==> config.mk <==
export PLATFORM = sky130hd
export DESIGN_NAME = set_compare_seq_flat
export DESIGN_NICKNAME = d
export VERILOG_FILES = /design/src/rtl/set_compare_seq_if.sv /design/src/rtl/set_compare_seq.sv /design/src/flat_wrapper.sv
export SDC_FILE = /design/constraint.sdc
export NUM_CORES = 1
export LEC_CHECK = 0
export CAP_MARGIN = 40
export CORE_MARGIN = 10
export CORE_UTILIZATION = 50
export DETAILED_ROUTE_END_ITERATION = 12
export PLACE_DENSITY = 0.79
export SETUP_SLACK_MARGIN = 0.15
export SLEW_MARGIN = 10
export SYNTH_ARGS = -nofsm -noshare
export SYNTH_HDL_FRONTEND = slang
export SYNTH_SLANG_ARGS = --single-unit
==> constraint.sdc <==
create_clock -name clk -period 2.7 [get_ports clk]
set_clock_uncertainty 0.05 [all_clocks]
set_input_delay 0.27 -clock clk [delete_from_list [all_inputs] [get_ports clk]]
set_output_delay 0.27 -clock clk [all_outputs]
set_load 0.02 [all_outputs]
==> src/rtl/set_compare_seq_if.sv <==
// Start/done handshake and result bundle for the multi-cycle set/compare unit.
// The master drives the request; the slave (the comparator) returns status and the held result.
interface set_compare_seq_if #(
  parameter int N = 32
);
  logic         start;
  logic [2:0]   op;
  logic [N-1:0] a;
  logic [N-1:0] b;
  logic         busy;
  logic         done;
  logic         result;
  logic         eq_flag;
  logic         gt_flag;
  logic         lt_flag;

  modport master (
    output start, op, a, b,
    input  busy, done, result, eq_flag, gt_flag, lt_flag
  );

  modport slave (
    input  start, op, a, b,
    output busy, done, result, eq_flag, gt_flag, lt_flag
  );
endinterface

==> src/rtl/set_compare_seq.sv <==
// Multi-cycle signed set/compare: MSB-first scan of K bits per clock, fixed N/K-cycle latency,
// producing a 1-bit set value and sticky eq/gt/lt flags behind a start/done handshake.
module set_compare_seq #(
  parameter int N = 32,
  parameter int K = 1
) (
  input  logic             clk,
  input  logic             rst,
  set_compare_seq_if.slave bus
);
  localparam int NCH   = N / K;
  localparam int CNT_W = (NCH > 1) ? $clog2(NCH) : 1;
  localparam logic [CNT_W-1:0] LAST     = CNT_W'(NCH - 1);
  localparam logic [N-1:0]     MSB_MASK = {1'b1, {(N-1){1'b0}}};

  if (N % K != 0) begin : g_bad_k
    $error("set_compare_seq: N must be a multiple of K");
  end

  typedef enum logic [1:0] {IDLE, SCAN, DONE} state_t;

  state_t           state_q, state_d;
  logic [N-1:0]     a_q, a_d, b_q, b_d;
  logic [2:0]       op_q, op_d;
  logic [CNT_W-1:0] cnt_q, cnt_d;
  logic             decided_q, decided_d, greater_q, greater_d;
  logic             busy_q, busy_d, done_q, done_d, result_q, result_d;
  logic             eq_q, eq_d, gt_q, gt_d, lt_q, lt_d;

  logic [K-1:0]     chunk_a, chunk_b;
  logic             dec_n, gr_n;

  function automatic logic set_value(input logic [2:0] op, input logic eq, input logic gt,
                                     input logic lt);
    case (op)
      3'd0:    set_value = eq;
      3'd1:    set_value = gt;
      3'd2:    set_value = gt | eq;
      3'd3:    set_value = lt;
      3'd4:    set_value = lt | eq;
      default: set_value = 1'b0;
    endcase
  endfunction

  // Operands shift left each scan cycle, so the current chunk is always the top K bits.
  assign chunk_a = a_q[N-1 -: K];
  assign chunk_b = b_q[N-1 -: K];

  always_comb begin
    state_d   = state_q;
    a_d       = a_q;
    b_d       = b_q;
    op_d      = op_q;
    cnt_d     = cnt_q;
    decided_d = decided_q;
    greater_d = greater_q;
    busy_d    = busy_q;
    done_d    = 1'b0;
    result_d  = result_q;
    eq_d      = eq_q;
    gt_d      = gt_q;
    lt_d      = lt_q;

    dec_n = decided_q;
    gr_n  = greater_q;
    if (!decided_q && (chunk_a != chunk_b)) begin
      dec_n = 1'b1;
      gr_n  = (chunk_a > chunk_b);
    end

    case (state_q)
      IDLE, DONE: begin
        state_d = IDLE;
        if (bus.start) begin
          // Inverting the sign bit turns signed order into plain unsigned order.
          a_d       = bus.a ^ MSB_MASK;
          b_d       = bus.b ^ MSB_MASK;
          op_d      = bus.op;
          cnt_d     = '0;
          decided_d = 1'b0;
          greater_d = 1'b0;
          busy_d    = 1'b1;
          result_d  = 1'b0;
          eq_d      = 1'b0;
          gt_d      = 1'b0;
          lt_d      = 1'b0;
          state_d   = SCAN;
        end
      end
      SCAN: begin
        decided_d = dec_n;
        greater_d = gr_n;
        a_d       = a_q << K;
        b_d       = b_q << K;
        cnt_d     = cnt_q + 1'b1;
        if (cnt_q == LAST) begin
          busy_d   = 1'b0;
          done_d   = 1'b1;
          eq_d     = ~dec_n;
          gt_d     = dec_n & gr_n;
          lt_d     = dec_n & ~gr_n;
          result_d = set_value(op_q, ~dec_n, dec_n & gr_n, dec_n & ~gr_n);
          state_d  = DONE;
        end
      end
      default: state_d = IDLE;
    endcase
  end

  always_ff @(posedge clk or posedge rst) begin
    if (rst) begin
      state_q   <= IDLE;
      a_q       <= '0;
      b_q       <= '0;
      op_q      <= '0;
      cnt_q     <= '0;
      decided_q <= 1'b0;
      greater_q <= 1'b0;
      busy_q    <= 1'b0;
      done_q    <= 1'b0;
      result_q  <= 1'b0;
      eq_q      <= 1'b0;
      gt_q      <= 1'b0;
      lt_q      <= 1'b0;
    end else begin
      state_q   <= state_d;
      a_q       <= a_d;
      b_q       <= b_d;
      op_q      <= op_d;
      cnt_q     <= cnt_d;
      decided_q <= decided_d;
      greater_q <= greater_d;
      busy_q    <= busy_d;
      done_q    <= done_d;
      result_q  <= result_d;
      eq_q      <= eq_d;
      gt_q      <= gt_d;
      lt_q      <= lt_d;
    end
  end

  assign bus.busy    = busy_q;
  assign bus.done    = done_q;
  assign bus.result  = result_q;
  assign bus.eq_flag = eq_q;
  assign bus.gt_flag = gt_q;
  assign bus.lt_flag = lt_q;
endmodule

==> src/flat_wrapper.sv <==
// flat-port wrapper written by rule: the top's interface ports become plain ports
module set_compare_seq_flat 
#(
  parameter int N = 32,
  parameter int K = 1
)
  (clk, rst, bus_start, bus_op, bus_a, bus_b, bus_busy, bus_done, bus_result, bus_eq_flag, bus_gt_flag, bus_lt_flag);
  set_compare_seq_if #(.N(N)) bus_i ();
  input  logic clk;
  input  logic rst;
  input wire logic [$bits(bus_i.start)-1:0] bus_start;
  input wire logic [$bits(bus_i.op)-1:0] bus_op;
  input wire logic [$bits(bus_i.a)-1:0] bus_a;
  input wire logic [$bits(bus_i.b)-1:0] bus_b;
  output wire logic [$bits(bus_i.busy)-1:0] bus_busy;
  output wire logic [$bits(bus_i.done)-1:0] bus_done;
  output wire logic [$bits(bus_i.result)-1:0] bus_result;
  output wire logic [$bits(bus_i.eq_flag)-1:0] bus_eq_flag;
  output wire logic [$bits(bus_i.gt_flag)-1:0] bus_gt_flag;
  output wire logic [$bits(bus_i.lt_flag)-1:0] bus_lt_flag;
  assign bus_i.start = bus_start;
  assign bus_i.op = bus_op;
  assign bus_i.a = bus_a;
  assign bus_i.b = bus_b;
  assign bus_busy = bus_i.busy;
  assign bus_done = bus_i.done;
  assign bus_result = bus_i.result;
  assign bus_eq_flag = bus_i.eq_flag;
  assign bus_gt_flag = bus_i.gt_flag;
  assign bus_lt_flag = bus_i.lt_flag;
  set_compare_seq #(.N(N), .K(K)) u_core (.clk(clk), .rst(rst), .bus(bus_i));
endmodule
[Yosys cells after proc, flatten, opt, wreduce, memory -nomap -nowiden]
Index checks and enable logic that the tools add are counted.
Storage, ports and cells
  input port bits: 70
  word-level logic and storage cells: 70
  bits in registers: 82
Operators by class
  reduce and logical (&&, ||, !) cells: 9
  $lt $le $gt $ge: 1
  equal/unequal tests: 10
  bitwise operators: 8
  multiplexer cells: 28
  add/subtract/negate cells: 1
Operator list (count)
  case mux 32 bit (2 select lines): 2
  2-to-1 mux 32 bit: 2
  case mux 1 bit (2 select lines): 7
  2-to-1 mux 1 bit: 12
  case mux 5 bit (2 select lines): 1
  equality test 3 x 2 -> 1 bit (second input constant): 2
  adder 5 x 1 -> 5 bit (second input constant): 1
  equality test 5 bit (second input constant): 1
  2-to-1 mux 5 bit: 1
  case mux 1 bit (5 select lines): 1
  NOT 1 bit: 4
  case mux 2 bit (2 select lines): 1
  AND reduction 2 bit: 2
  equality test 3 x 1 -> 1 bit (second input constant): 1
  equality test 3 bit (second input constant): 1
  logical NOT 3 bit: 1
  AND reduction 3 bit: 1
  AND 1 bit: 2
  equality test 2 x 1 -> 1 bit (second input constant): 1
  equality test 2 bit (second input constant): 1
  logical NOT 2 bit: 1
  2-to-1 mux 2 bit: 1
  inequality test 2 x 1 -> 1 bit (second input constant): 1
  inequality test 2 bit (second input constant): 1
  7 further kinds: 8

[Longest topological paths before layout]
  word-level depth: 9
  mapped depth: 7
  gate-level depth less buffers: 7

[Worst setup path after synthesis]
Ideal clock, no wire load.
  kind: register to register
  from: register u_core.a_q[31]
  to: register u_core.result_q (netlist: u_core.bus.result)
  slack: 1.082 ns
  setup time: 0.092 ns
  required time: 2.558 ns
  stages on the path, launching flop included: 6
  arrival time: 1.477 ns
  path through: dfrtp_1 > ha_1 > nor2_2 > a221o_1 > a32o_1 > o31ai_2
Between the ends
  longest elaborated chain between the ends: 9
Ends and longest elaborated chain
  start, declared: line set_compare_seq.sv:23  | logic [N-1:0] a_q, a_d, b_q, b_d;
  start signal, assigned: line set_compare_seq.sv:113  | a_q <= '0;
  start signal, assigned: line set_compare_seq.sv:127  | a_q <= a_d;
  inequality test 1 bit: line set_compare_seq.sv:66  | if (!decided_q && (chunk_a != chunk_b)) begin
  logical AND 1 bit: line set_compare_seq.sv:66
  2-to-1 mux 1 bit: line set_compare_seq.sv:66
  NOT 1 bit: line set_compare_seq.sv:102  | result_d = set_value(op_q, ~dec_n, dec_n & gr_n, dec_n & ~gr_n);
  AND 1 bit: line set_compare_seq.sv:102
  OR 1 bit: line set_compare_seq.sv:40  | 3'd4: set_value = lt | eq;
  case mux 1 bit (5 select lines) (*): line set_compare_seq.sv:35  | case (op)
  2-to-1 mux 1 bit (*): line set_compare_seq.sv:96  | if (cnt_q == LAST) begin
  case mux 1 bit (2 select lines) (*): line set_compare_seq.sv:71  | case (state_q)
  end signal, assigned: line set_compare_seq.sv:135  | result_q <= result_d;
  end, declared: line set_compare_seq.sv:27  | logic busy_q, busy_d, done_q, done_d, result_q, result_d;
Every way passes the cells marked *; elsewhere a longest branch is shown, timed or not. The select of a mux whose other input is x is not followed.
A chain may end at the register's enable or synchronous reset.

[Worst setup path after layout]
  from: register u_core.state_q[0]
  to: register u_core.result_q (netlist: u_core.bus.result)
Between the ends
  longest elaborated chain between the ends: 4
Ends and longest elaborated chain
  start, declared: line set_compare_seq.sv:22  | state_t state_q, state_d;
  start signal, assigned: line set_compare_seq.sv:126  | state_q <= state_d;
  equality test 2 bit or logical NOT 2 bit (tied branches): line set_compare_seq.sv:71
  OR reduction 2 bit: line set_compare_seq.sv:71
  inequality test 2 bit (no line) or nonzero test 2 bit (tied branches)
  AND reduction 3 bit (no line)
Several ways; a longest one is shown, not always the timed one.

==> reports/results.ini <==
[critical_path]
startpoint=u_core.state_q[0]
r2r_slack_ns=0.82
r2r_end=u_core.bus.result
arrival_ns=2.08
crit_fanout=39
cp.depth=6
start_kind=flop
crit_path_cell_trace=nor2b_4, buf_4, nand2_1, inv_1, o41ai_1, o31ai_2
cp_top_family=buffers and inverters
path_buf_inv=2
slowest_stage=dfrtp_1
rr_worst_depth=6
cpPeakStageDelay_ns=0.43
path_class=flop to flop
cp-end-kind=flop
r2r_start=u_core.state_q[0]
cp-endpoint=u_core.bus.result
critPathRequiredTime_ns=2.90

[detailed_routing]
wl_microns=7820
drtAntennaViolNets=0
vias=2774
drc=0
first_pass_iters=5
routedWlPerCell_microns=15.4
drt-initial-drc-count=159
vias_per_cell=5.45

[place]
place_congestion=0.796
dp_hpwl_microns=5160
io_buffers=75
pre_cts_slack_ns=0.794

[sta]
finalHoldViolations=0
period_needed_ns=1.88
max_clock_freq_ghz=0.532
layout_setup_ws_ns=0.821
slew_viol_final=0
setup_viol=0
fin_tns_setup_ns=0
tightest_slew_ns=0.664
grt_setup_unrepaired=false
min_period_over_period_pct=69.6
relSlewSlack_pct=55.7

[final_layout]
multi_input_area_sq_mm=0.00132
final.fill_count=538
finalNetCount=499
drive_above_1_share_pct=5.59
seqCellArea_sq_mm=0.00205
fin_util_pct=66.8
antenna_cells=0
area_growth_pct=29.9

[cts]
cts-root-buf=clkbuf_8
clock_sinks=82
clockBufferDepth=2
cts_hold_buf=0
clk_pin_slew_ns=0.08
clk_latency_ns=0.34
h-tree-depth=3
cts_buffers=9
cts_resized=0
post_cts_buffers=0
cts_tree=yes

[floorplan]
die_area_sq_mm=0.0107
start_util_pct=51.4
die_y_microns=103
fp-row-count=30
ios=76
core_area_sq_mm=0.00676
die_width_microns=103

[synthesis]
yosysTopAreaCell=dfrtp_1
yosysSeqAreaShare_pct=59.1
yosysTopAreaCellShare_pct=59.1
synth_area_sq_mm=0.00347
synth-async-reset-ratio_pct=100
yosysMostFrequentCell=nand2_1
ys_warn_count=0
synth_area_leaders=dfrtp_1, nand2_1, a22oi_1
syn_nets=431
synth_cell_type_count=25
synth_common_cells=nand2_1, dfrtp_1, a22oi_1
synth_flop_cell=dfrtp_1
synth_edf_count=0
synth_seq_cells=82
avgSynthCellArea_sq_um=9.70
netlist_instances=358

[grt]
grt_usage_pct=15.5
grt_pass1_wl_microns=13200
grt_pass1_vias=2821
antenna_found_initial=0
grt_max_degree=83
overflow=0

[power_and_ir_drop]
leakage_nw=2.15
p_per_area_mw_per_mm2=1010
ir_drop_uv=435

[flow_run]
cap_violations=0

[worst_hold_path]
hold_class=input pin to asynchronous set/reset pin

[status]
status=finished, final reports clean

-- final cells by class --
class	count	area share, %
well taps	80	2.22
flip-flops and latches	82	45.5
clock buffers	11	3.13
multi-input cells	249	29.3
clock inverters	3	1.44
inverters	4	0.361
repair buffers	80	18.0
-- power breakdown --
group	total (mW)	switching, mW	leakage, nW	internal [mW]
clock network	0.944	0.408	0.105	0.535
registers	2.04	0.301	1.04	1.73
logic	1.56	0.850	1.00	0.712
-- per-stage QoR --
step | power (mW) | instance area [sq um] | cells | hold slack (ns)
3_3_place_gp | 3.54 | 4310 | 495 | 0.407
4_1_cts | 4.59 | 4510 | 509 | 0.308
5_1_grt | 4.93 | 4510 | 509 | 0.344
2_1_floorplan | 3.16 | 3470 | 358 | 0.325
6_report | 4.54 | 4510 | 509 | 0.297
3_5_place_dp | 3.62 | 4310 | 495 | 0.408
-- layout by cell type (no fill, tap or decap), types with 2 or more instances in the layout --
| cell type | instances |
|---|---|
| nand2_1 | 140 |
| dfrtp_1 | 82 |
| clkdlybuf4s50_1 | 75 |
| a22oi_1 | 60 |
| clkbuf_8 | 10 |
| nor2_1 | 8 |
| o21ai_0 | 6 |
| nand3_1 | 5 |
| a22o_1 | 4 |
| o21ai_1 | 4 |
| a221o_1 | 3 |
| inv_1 | 3 |
| ha_1 | 3 |
| buf_4 | 3 |
| nor2b_4 | 2 |
| nand2b_1 | 2 |
| xor2_1 | 2 |
| clkinv_2 | 2 |
| bufinv_16 | 2 |
| buf_12 | 2 |
-- worst register-to-register path, cell delays in order, from the launching register on --
cell	delay, ns
dfrtp_1	0.43
nor2b_4	0.22
buf_4	0.39
nand2_1	0.25
inv_1	0.16
o41ai_1	0.10
o31ai_2	0.21
-- registers in the layout, indices dropped and copies added (netlist names), 2 cells and up --
name,count
u_core.a_q,32
u_core.cnt_q,5
u_core.b_q,32
u_core.state_q,2
u_core.op_q,3
-- metal layers --
layer	up-vias	track usage [%]	part of all wire, %
li1	1363	-	-
met1	1354	19.8	44
met2	51	24.8	50
met3	6	4.19	5.2
met4	0	5.13	0.82
met5	-	0	0
-- logic make-up after synthesis --
kind of cell / Yosys count / share of synthesized area (%)
XOR/XNOR: 2 / 0.504
flip-flops: 82 / 59.1
adder cells (fa/ha/maj): 3 / 1.08
buffers and inverters: 27 / 3.39
AND/OR/NAND/NOR: 163 / 18.6
AO/OA/AOI/OAI: 81 / 17.4
-- worst min-delay path by stage --
stage | from | to | slack, ns
2_1_floorplan | bus_op[0] | u_core.op_q[0] | 0.33
3_3_place_gp | u_core.a_q[16] | u_core.a_q[16] | 0.41
3_5_place_dp | u_core.cnt_q[3] | u_core.cnt_q[3] | 0.41
4_1_cts | rst | u_core.b_q[0] | 0.31
5_1_grt | rst | u_core.b_q[11] | 0.34
6_report | rst | u_core.b_q[11] | 0.30
No activity file was read; power rests on OpenSTA's default activity.
